<file path="src/rtl/syscall_unit.sv">
// syscall_unit: services decode-stage syscalls (print_int, print_char, exit); optional print_hex via SYSCALL_HEX_EN
module syscall_unit #(
  parameter bit SUPPRESS_ZEROS    = 1'b1,
  parameter bit NEWLINE_AFTER_INT = 1'b0
) (
  input  logic        clock,
  input  logic        reset,
  input  logic        syscall,
  input  logic [31:0] syscall_funct,
  input  logic [31:0] syscall_param1,
  output logic        stall,
  output logic        out_valid,
  output logic [7:0]  out_byte,
  input  logic        out_ready,
  output logic        halted,
  output logic [7:0]  exit_code,
  output logic        bad_syscall
);
  typedef enum logic [2:0] {IDLE, CONVERT, EMIT_SIGN, EMIT_DIGITS, EMIT_NL, EMIT_CHAR, DONE, HALT} state_t;
  state_t state, state_n;
  logic [31:0] bin;
  logic [39:0] bcd, dab, bcd_cv;
  logic [4:0]  cnt;
  logic [3:0]  idx, lz, nib;
  logic [7:0]  chr, dch;
  logic        neg, hex;
  logic        f_int, f_chr, f_exit, f_exit2, f_hex, supported, accept, xfer;
  assign f_int  = syscall_funct == 32'd1;
  assign f_chr  = syscall_funct == 32'd11;
  assign f_exit = syscall_funct == 32'd10;
  assign f_exit2 = syscall_funct == 32'd17;
`ifdef SYSCALL_HEX_EN
  assign f_hex = syscall_funct == 32'd34;
`else
  assign f_hex = 1'b0;
`endif
  assign supported   = f_int | f_chr | f_exit | f_exit2 | f_hex;
  assign accept      = syscall & (state == IDLE);
  assign stall       = !(state inside {IDLE, DONE}) | (accept & supported);
  assign bad_syscall = accept & !supported;
  assign halted      = state == HALT;
  assign out_valid   = state inside {EMIT_SIGN, EMIT_DIGITS, EMIT_NL, EMIT_CHAR};
  assign xfer        = out_valid & out_ready;
  // Hex mode stores digits as {8'h00, value}: index 0 yields '0' and index 1 is replaced by 'x'
  assign nib = bcd[{4'd9 - idx, 2'b00} +: 4];
  assign dch = (hex && idx == 4'd1) ? 8'h78 : (nib < 4'd10) ? {4'h3, nib} : 8'h57 + {4'h0, nib};
  assign out_byte = state == EMIT_SIGN   ? 8'h2D :
                    state == EMIT_DIGITS ? dch :
                    state == EMIT_NL     ? 8'h0A :
                    state == EMIT_CHAR   ? chr : 8'h00;
  // One double-dabble step: add 3 to every digit >= 5, then shift in the next binary bit
  always_comb begin
    dab = bcd;
    for (int i = 0; i < 10; i++)
      dab[4*i +: 4] = (bcd[4*i +: 4] >= 4'd5) ? bcd[4*i +: 4] + 4'd3 : bcd[4*i +: 4];
    bcd_cv = {dab[38:0], bin[31]};
  end
  // Leading zero digits of the final BCD, capped so the units digit is always printed
  always_comb begin
    lz = 4'd9;
    for (int j = 8; j >= 0; j--)
      if (bcd_cv[(9 - j)*4 +: 4] != 4'd0) lz = 4'(j);
  end
  // Next-state logic
  always_comb begin
    state_n = state;
    case (state)
      IDLE:        if (accept) state_n = f_int ? CONVERT : f_chr ? EMIT_CHAR : (f_exit | f_exit2) ? HALT : f_hex ? EMIT_DIGITS : DONE;
      CONVERT:     if (cnt == 5'd31) state_n = neg ? EMIT_SIGN : EMIT_DIGITS;
      EMIT_SIGN:   if (xfer) state_n = EMIT_DIGITS;
      EMIT_DIGITS: if (xfer && idx == 4'd9) state_n = NEWLINE_AFTER_INT ? EMIT_NL : DONE;
      EMIT_NL:     if (xfer) state_n = DONE;
      EMIT_CHAR:   if (xfer) state_n = DONE;
      DONE:        state_n = IDLE;
      default:     state_n = HALT;
    endcase
  end
  // State register and datapath: latch arguments on accept, shift during CONVERT, advance digit on transfer
  always_ff @(posedge clock) begin
    if (reset) begin
      state     <= IDLE;
      exit_code <= 8'h00;
      bin       <= 32'd0;
      bcd       <= 40'd0;
      cnt       <= 5'd0;
      idx       <= 4'd0;
      chr       <= 8'h00;
      neg       <= 1'b0;
      hex       <= 1'b0;
    end else begin
      state <= state_n;
      if (accept) begin
        neg <= syscall_param1[31];
        bin <= syscall_param1[31] ? -syscall_param1 : syscall_param1;
        bcd <= f_hex ? {8'h00, syscall_param1} : 40'd0;
        hex <= f_hex;
        cnt <= 5'd0;
        idx <= 4'd0;
        chr <= syscall_param1[7:0];
        if (f_exit) exit_code <= 8'h00;
        if (f_exit2) exit_code <= syscall_param1[7:0];
      end
      if (state == CONVERT) begin
        bcd <= bcd_cv;
        bin <= bin << 1;
        cnt <= cnt + 5'd1;
        if (cnt == 5'd31 && SUPPRESS_ZEROS) idx <= lz;
      end
      if (state == EMIT_DIGITS && xfer) idx <= idx + 4'd1;
    end
  end
endmodule

</file>
<file path="config.mk">
export PLATFORM = sky130hd
export DESIGN_NAME = syscall_unit
export DESIGN_NICKNAME = d
export VERILOG_FILES = /design/src/rtl/syscall_unit.sv
export SDC_FILE = /design/constraint.sdc
export NUM_CORES = 1
export LEC_CHECK = 0
export CORE_MARGIN = 3
export CORE_UTILIZATION = 45
export DETAILED_ROUTE_END_ITERATION = 16
export PLACE_DENSITY = 0.7
export SETUP_SLACK_MARGIN = 0.5
export SLEW_MARGIN = 20
export SYNTH_ARGS = -nofsm -noshare
export SYNTH_HDL_FRONTEND = slang
export SYNTH_SLANG_ARGS = --single-unit
</file>
<file path="constraint.sdc">
create_clock -name clock -period 5.95 [get_ports clock]
set_input_delay 1.19 -clock clock [delete_from_list [all_inputs] [get_ports clock]]
set_output_delay 1.19 -clock clock [all_outputs]
set_load 0.05 [all_outputs]
</file>
==> run metrics, run 1 <==
outcome=complete, no violations; diode count=0; footprint of the multi-input gates=4030 um^2; Pleak=2.61 nW; Die ar.=15600 um^2; H-Tree Depth=3; Synth async-reset ratio=0%; Syn-to-layout area delta=19.5%; Max Cap Viol=0; DRT iter0 DRCs=439; Post-synth top cells=dfxtp_1, nor2_1, a21oi_1, nand2_1, a22oi_1; final setup violation count=0; synthesized flop and latch total=101; post-DR wirelength/cell=15.9 um; die height=125 um; DPL Wire Length=12100 um; RSZ-0062 raised after global routing=false; VDD IR max=0.156 mV; CP arrival=3.82 ns; Layout fillers=1273; WP data required=4.76 ns; Yosys warnings=0; number of distinct library cells after synthesis=60; sequential area share after synthesis=31.9%; largest net degree at the start of global routing=66; vias per inst=5.85; Total GRT Usage=21.3%; critical path fanouts, max=12; Syn Std Cell Area=6350 um^2; CTS tree=done; layout cell share with drive strength beyond 1=5.29%; ys flop type=dfxtp_1; worst skew pair latency=0.36 ns; Final ANT Viol Nets=0; Storage cell area=2020 um^2; post-synth top area share=31.9%; non-filler cells, final=1046; initial antenna violation count=0; crit path kind=reg -> out; post-synthesis xor/xnor area fraction=5.80%; CP Launch Type=flop; largest family of logic cells by synthesized area=compound AO/OA/AOI/OAI gates; Setup Buffers After CTS=0; Die Wd=125 um; most common cell in the netlist=dfxtp_1; CTS Hold Bufs=0; simple-gate share of the synthesized area=22.6%; I/O Buffers=87; core footprint=13500 um^2; Placed Cells=1031; post-synthesis adder-cell area fraction=5.32%; std cell rows=42; Avg Cell Area, Syn=7.82 um^2; Initial Utilization=47.0%; Yosys top cell by area=dfxtp_1; Total Nets Final=961; synth top area cells=dfxtp_1, a21oi_1, a22oi_1, nor2_1, ha_1; Placer Congestion=0.888; Fin. Hold Viols=0; Slew Limit Fails=0; drc violations=0; PD cells=290 nW/um^2; Compound-Gate Fraction of Synth Area=24.8%; Num CTS Buffers=9; Setup crit end kind=primary output; Mapped Cells=812; # IOs=88; post-synthesis net count=907; Total Wirelength=16600 um; fin crit share=84.2%; min Tclk post-route=5.01 ns; Layout Skew=0.00878 ns; Max transition margin=32.3%; Max Buffers Root-to-Sink=2; first-pass GRT wire length=28200 um; DR pass1 iterations=5; via count=6120; Least-Margin Pin Slew=1.01 ns; vias in the first global route=5937; total congestion overflow=0; final setup TNS=0 ns; Post-synth EDFFs=0; Fmax achieved=0.200 GHz; Resize count post-CTS=0; CTS sink count=101; clock-pin slew on the worst setup and hold paths=0.07 ns; mux cell area share after synthesis=4.77%; Hold/Removal Path Class=reg -> reg; Clock Root Buffer=clkbuf_16
## area by class of cell
class                           count  area share [%]
Multi-Input combinational cell    630            53.2
Sequential cell                   101            26.7
Timing Repair Buffer               95            12.1
Clock buffer                        9            2.97
Tap cell                          176            2.90
Inverter                           29            1.43
Clock inverter                      6           0.726
## cell families after synthesis
| family | count (synthesis) |
|---|---|
| buf+inv | 81 |
| flops | 101 |
| fa+ha+maj | 27 |
| simple gates | 293 |
| mux | 20 |
| compound gates | 248 |
| xor+xnor | 42 |
## stage by stage
step	power [mW]	util [%]	hold WS [ns]	cell area (um^2)	worst slack, ns
floorplan	1.39	-	0.432	6350	1.05
global placement	1.64	54.1	0.441	7310	1.27
detailed placement	1.66	54.1	0.447	7310	1.16
CTS	2.22	56.2	0.457	7590	0.959
global route	2.33	56.2	0.489	7590	0.607
finish	2.20	56.2	0.455	7590	0.943
## layer usage
| layer | GRT usage [%] | vias up | routed length [um] |
|---|---|---|---|
| li1 | - | 3043 | - |
| met2 | 37.4 | 135 | 8300 |
| met5 | 0 | - | 0 |
| met4 | 7.22 | 0 | 364 |
| met1 | 26.1 | 2908 | 7280 |
| met3 | 3.73 | 34 | 636 |
## state kept, by name, summed over array words and instances, names as in the netlist
name	count
idx	4
state	3
chr	8
cnt	5
exit_code	8
neg	1
bin	32
bcd	40
## critical path, stage by stage (launching register included)
cell	delay (ns)
dfxtp_1	0.39
inv_1	0.06
ha_1	0.20
xnor2_1	0.65
or3_1	0.21
a21oi_1	0.06
a31oi_1	0.31
ha_1	0.20
inv_1	0.06
o31ai_1	0.24
a21oi_1	0.09
o21ai_0	0.15
clkdlybuf4s50_1	0.85
## placed cells by master, fill, tap and decap left out, drive strengths merged, types with 11 or more instances in the layout
cell type / n
dfxtp: 101
nor2: 97
clkdlybuf4s50: 85
a21oi: 82
nand2: 72
a22oi: 52
o21ai: 44
inv: 31
xnor2: 27
ha: 27
nand3: 21
nand2b: 19
xor2: 15
nor3: 13
nor3b: 12
o31ai: 12
o22ai: 11
## worst paths after layout
check / slack, ns / endpoint / start / depth (start not counted)
min: 0.45 / chr[7] / chr[7] / 2
min reg2reg: 0.45 / chr[7] / chr[7] / 2
max reg2reg: 2.85 / idx[3] / state[0] / 8
max: 0.94 / out_byte[2] / idx[2] / 12
## power breakdown
part | internal, mW | switching [mW] | leakage [nW] | total (mW)
combinational | 0.270 | 0.546 | 1.66 | 0.816
clock | 0.289 | 0.274 | 0.132 | 0.563
sequential | 0.754 | 0.0671 | 0.819 | 0.821
total | 1.31 | 0.887 | 2.61 | 2.20
(Power assumes the default switching activity.)
==> run 2: changes to the inputs <==
Settings changed: PLACE_DENSITY 0.7 to 0.72.
Clock period 5.95 ns to 4.17 ns, I/O delays scaled along.
==> run 2 against run 1 <==
Effect of this change: global-route usage shrank 0.64 points; clock-buffer cell count is the same; setup slack lost 0.35 ns; critical path type unchanged.
==> run metrics, run 2 (synthesis gave the netlist of run 1 again) <==
outcome=complete, no violations (unchanged); CTS tree=done (unchanged); drc violations=0 (unchanged); Slew Limit Fails=0 (unchanged); Fmax achieved=0.279 GHz; Die ar.=15600 um^2 (unchanged); Max Cap Viol=0 (unchanged); std cell rows=42 (unchanged); fin crit share=85.9%; Die Wd=125 um (unchanged); DR pass1 iterations=5 (unchanged); worst skew pair latency=0.35 ns (was 0.36 ns); Final ANT Viol Nets=0 (unchanged); Finished Core Util=58.1% (was 56.2%); post-DR wirelength/cell=15.4 um (was 15.9 um); commonest cells after routing, fill and taps aside=dfxtp_1, nor2_1, clkdlybuf4s50_1 (unchanged); RSZ-0062 raised after global routing=false (unchanged); clock-pin slew on the worst setup and hold paths=0.08 ns (was 0.07 ns); worst setup margin=0.589 ns (was 0.943 ns); Worst Hold Margin=0.460 ns (was 0.455 ns); Max transition margin=32.5% (was 32.3%); CP arrival=2.75 ns (was 3.82 ns); vias in the first global route=5587 (was 5937); Pleak=2.71 nW (was 2.61 nW); Regs by FF count=bcd (40), bin (32) (unchanged); CTS Hold Bufs=0 (unchanged); Num CTS Buffers=9 (unchanged); DRT iter0 DRCs=438 (was 439); Worst R2R End=bin[30] (was idx[3]); final setup violation count=0 (unchanged); crit path kind=reg -> out (unchanged); FF-to-FF Start=state[1] (was state[0]); R2R cell count=7 (was 8); Placer Congestion=0.859 (was 0.888); Initial Utilization=47.0% (unchanged); Placed Area=7440 um^2 (was 7310 um^2); worst hold start=chr[0] (was chr[7]); Slowest-stage cell, CP=or3_1 (was clkdlybuf4s50_1); R2R Setup Slk=1.51 ns (was 2.85 ns); final setup TNS=0 ns (unchanged); non-filler cells, final=1054 (was 1046); Max Buffers Root-to-Sink=2 (unchanged); Fin. Hold Viols=0 (unchanged); critical path fanouts, max=10 (was 12); Total Nets Final=968 (was 961); H-Tree Depth=3 (unchanged); worst hold stages=2 (unchanged); dpl ws=0.515 ns (was 1.16 ns); commonest non-fill, non-tap cell in the layout=dfxtp_1 (unchanged); Least-Margin Pin Slew=1.01 ns (about the same); Cell Chain, Critical Path=inv_1, ha_2, xnor2_2, buf_6, or3_4, a21oi_2, a31oi_4, or3_1, a21oi_2, o21ai_4, buf_6 (was inv_1, ha_1, xnor2_1, or3_1, a21oi_1, a31oi_1, ha_1, inv_1, o31ai_1, a21oi_1, o21ai_0, clkdlybuf4s50_1); total congestion overflow=0 (unchanged); CP Launch Type=flop (unchanged); first-pass GRT wire length=27300 um (was 28200 um); Crit path buffers/inverters=3 (unchanged); Clock Root Buffer=clkbuf_16 (unchanged); core footprint=13500 um^2 (unchanged); I/O Buffers=87 (unchanged); Tot Pwr=3.31 mW (was 2.20 mW); largest net degree at the start of global routing=70 (was 66); min Tclk post-route=3.58 ns; DPL Wire Length=11400 um (was 12100 um); Top reg by flops=bcd (unchanged); vias per inst=5.74 (was 5.85); Placed Cells=1037 (was 1031); max reg flops=40 (unchanged); WHS Endpoint=chr[0] (was chr[7]); Total Wirelength=16200 um (was 16600 um); Hold/Removal Path Class=reg -> reg (unchanged); Layout Skew=0.0115 ns (was 0.00878 ns); initial antenna violation count=0 (unchanged); family with the most delay on the worst path=simple AND/OR/NAND/NOR gates (was buffers and inverters); WP data required=3.34 ns (was 4.76 ns); CTS sink count=101 (unchanged); via count=6050 (was 6120); Total GRT Usage=20.6% (was 21.3%); cell area after layout=7850 um^2 (was 7590 um^2); Setup crit end kind=primary output (unchanged); VDD IR max=0.302 mV (was 0.156 mV); die height=125 um (unchanged); diode count=0 (unchanged); slowest stage delay, CP=0.39 ns (was 0.85 ns); PD cells=421 nW/um^2 (was 290 nW/um^2); Syn-to-layout area delta=23.6% (was 19.5%); # IOs=88 (unchanged); layout cell share with drive strength beyond 1=9.11% (was 5.29%)
[run 2: changes by cell type in the layout (fill, tap and decap cells not counted), sizes merged]
cell and change:
clkdlybuf4s50 -7, clkinv +1, inv +1, buf +14, clkinvlp -1
[run 2: tightest hold or removal path, stage by stage, from the launching register on]
cell and delay, ns:
dfxtp_1 0.32, nand2_1 0.05, a21oi_1 0.05
[run 2: worst max-delay path by stage]
stage / startpoint / end / slack, ns / cells after the start
global route: idx[1] / out_byte[2] / 0.49 / 11
detailed placement: syscall_param1[2] / bin[28] / 0.52 / 8
global placement: syscall_param1[2] / bin[28] / 0.57 / 8
CTS: idx[1] / out_byte[3] / 0.52 / 11
finish: idx[1] / out_byte[2] / 0.59 / 11
floorplan: idx[1] / out_byte[2] / 0.61 / 14
[run 2: power by group]
part / switching [mW] / total, mW / internal [mW]
clock: 0.419 / 0.838 / 0.418
sequential: 0.0877 / 1.16 / 1.08
combinational: 0.832 / 1.31 / 0.473
[run 2: repair_timing]
action | CTS | global route
setup buffers | 0 | 1
gates resized for setup | 11 | 14
setup endpoints to repair | 4 | 7
pin swaps | 2 | 5
[run 2: final cells by class]
| class | count | area [um^2] |
|---|---|---|
| clock inverters | 7 | 63.8 |
| inverters | 29 | 109 |
| flip-flops and latches | 101 | 2030 |
| multi-input cells | 630 | 4150 |
| fillers | 1228 | 5660 |
| clock buffers | 9 | 225 |
| well taps | 176 | 220 |
| repair buffers | 102 | 1050 |
[run 2: metal layers]
layer  global-route usage [%]  routed length (um)  vias up  share of wire (%)
li1                         -                   -     3066                  -
met1                     29.0                7740     2834                 48
met2                     32.4                7620      129                 47
met3                     2.23                 508       21                3.1
met4                     8.06                 304        0                1.9
met5                        0                   0        -                  0
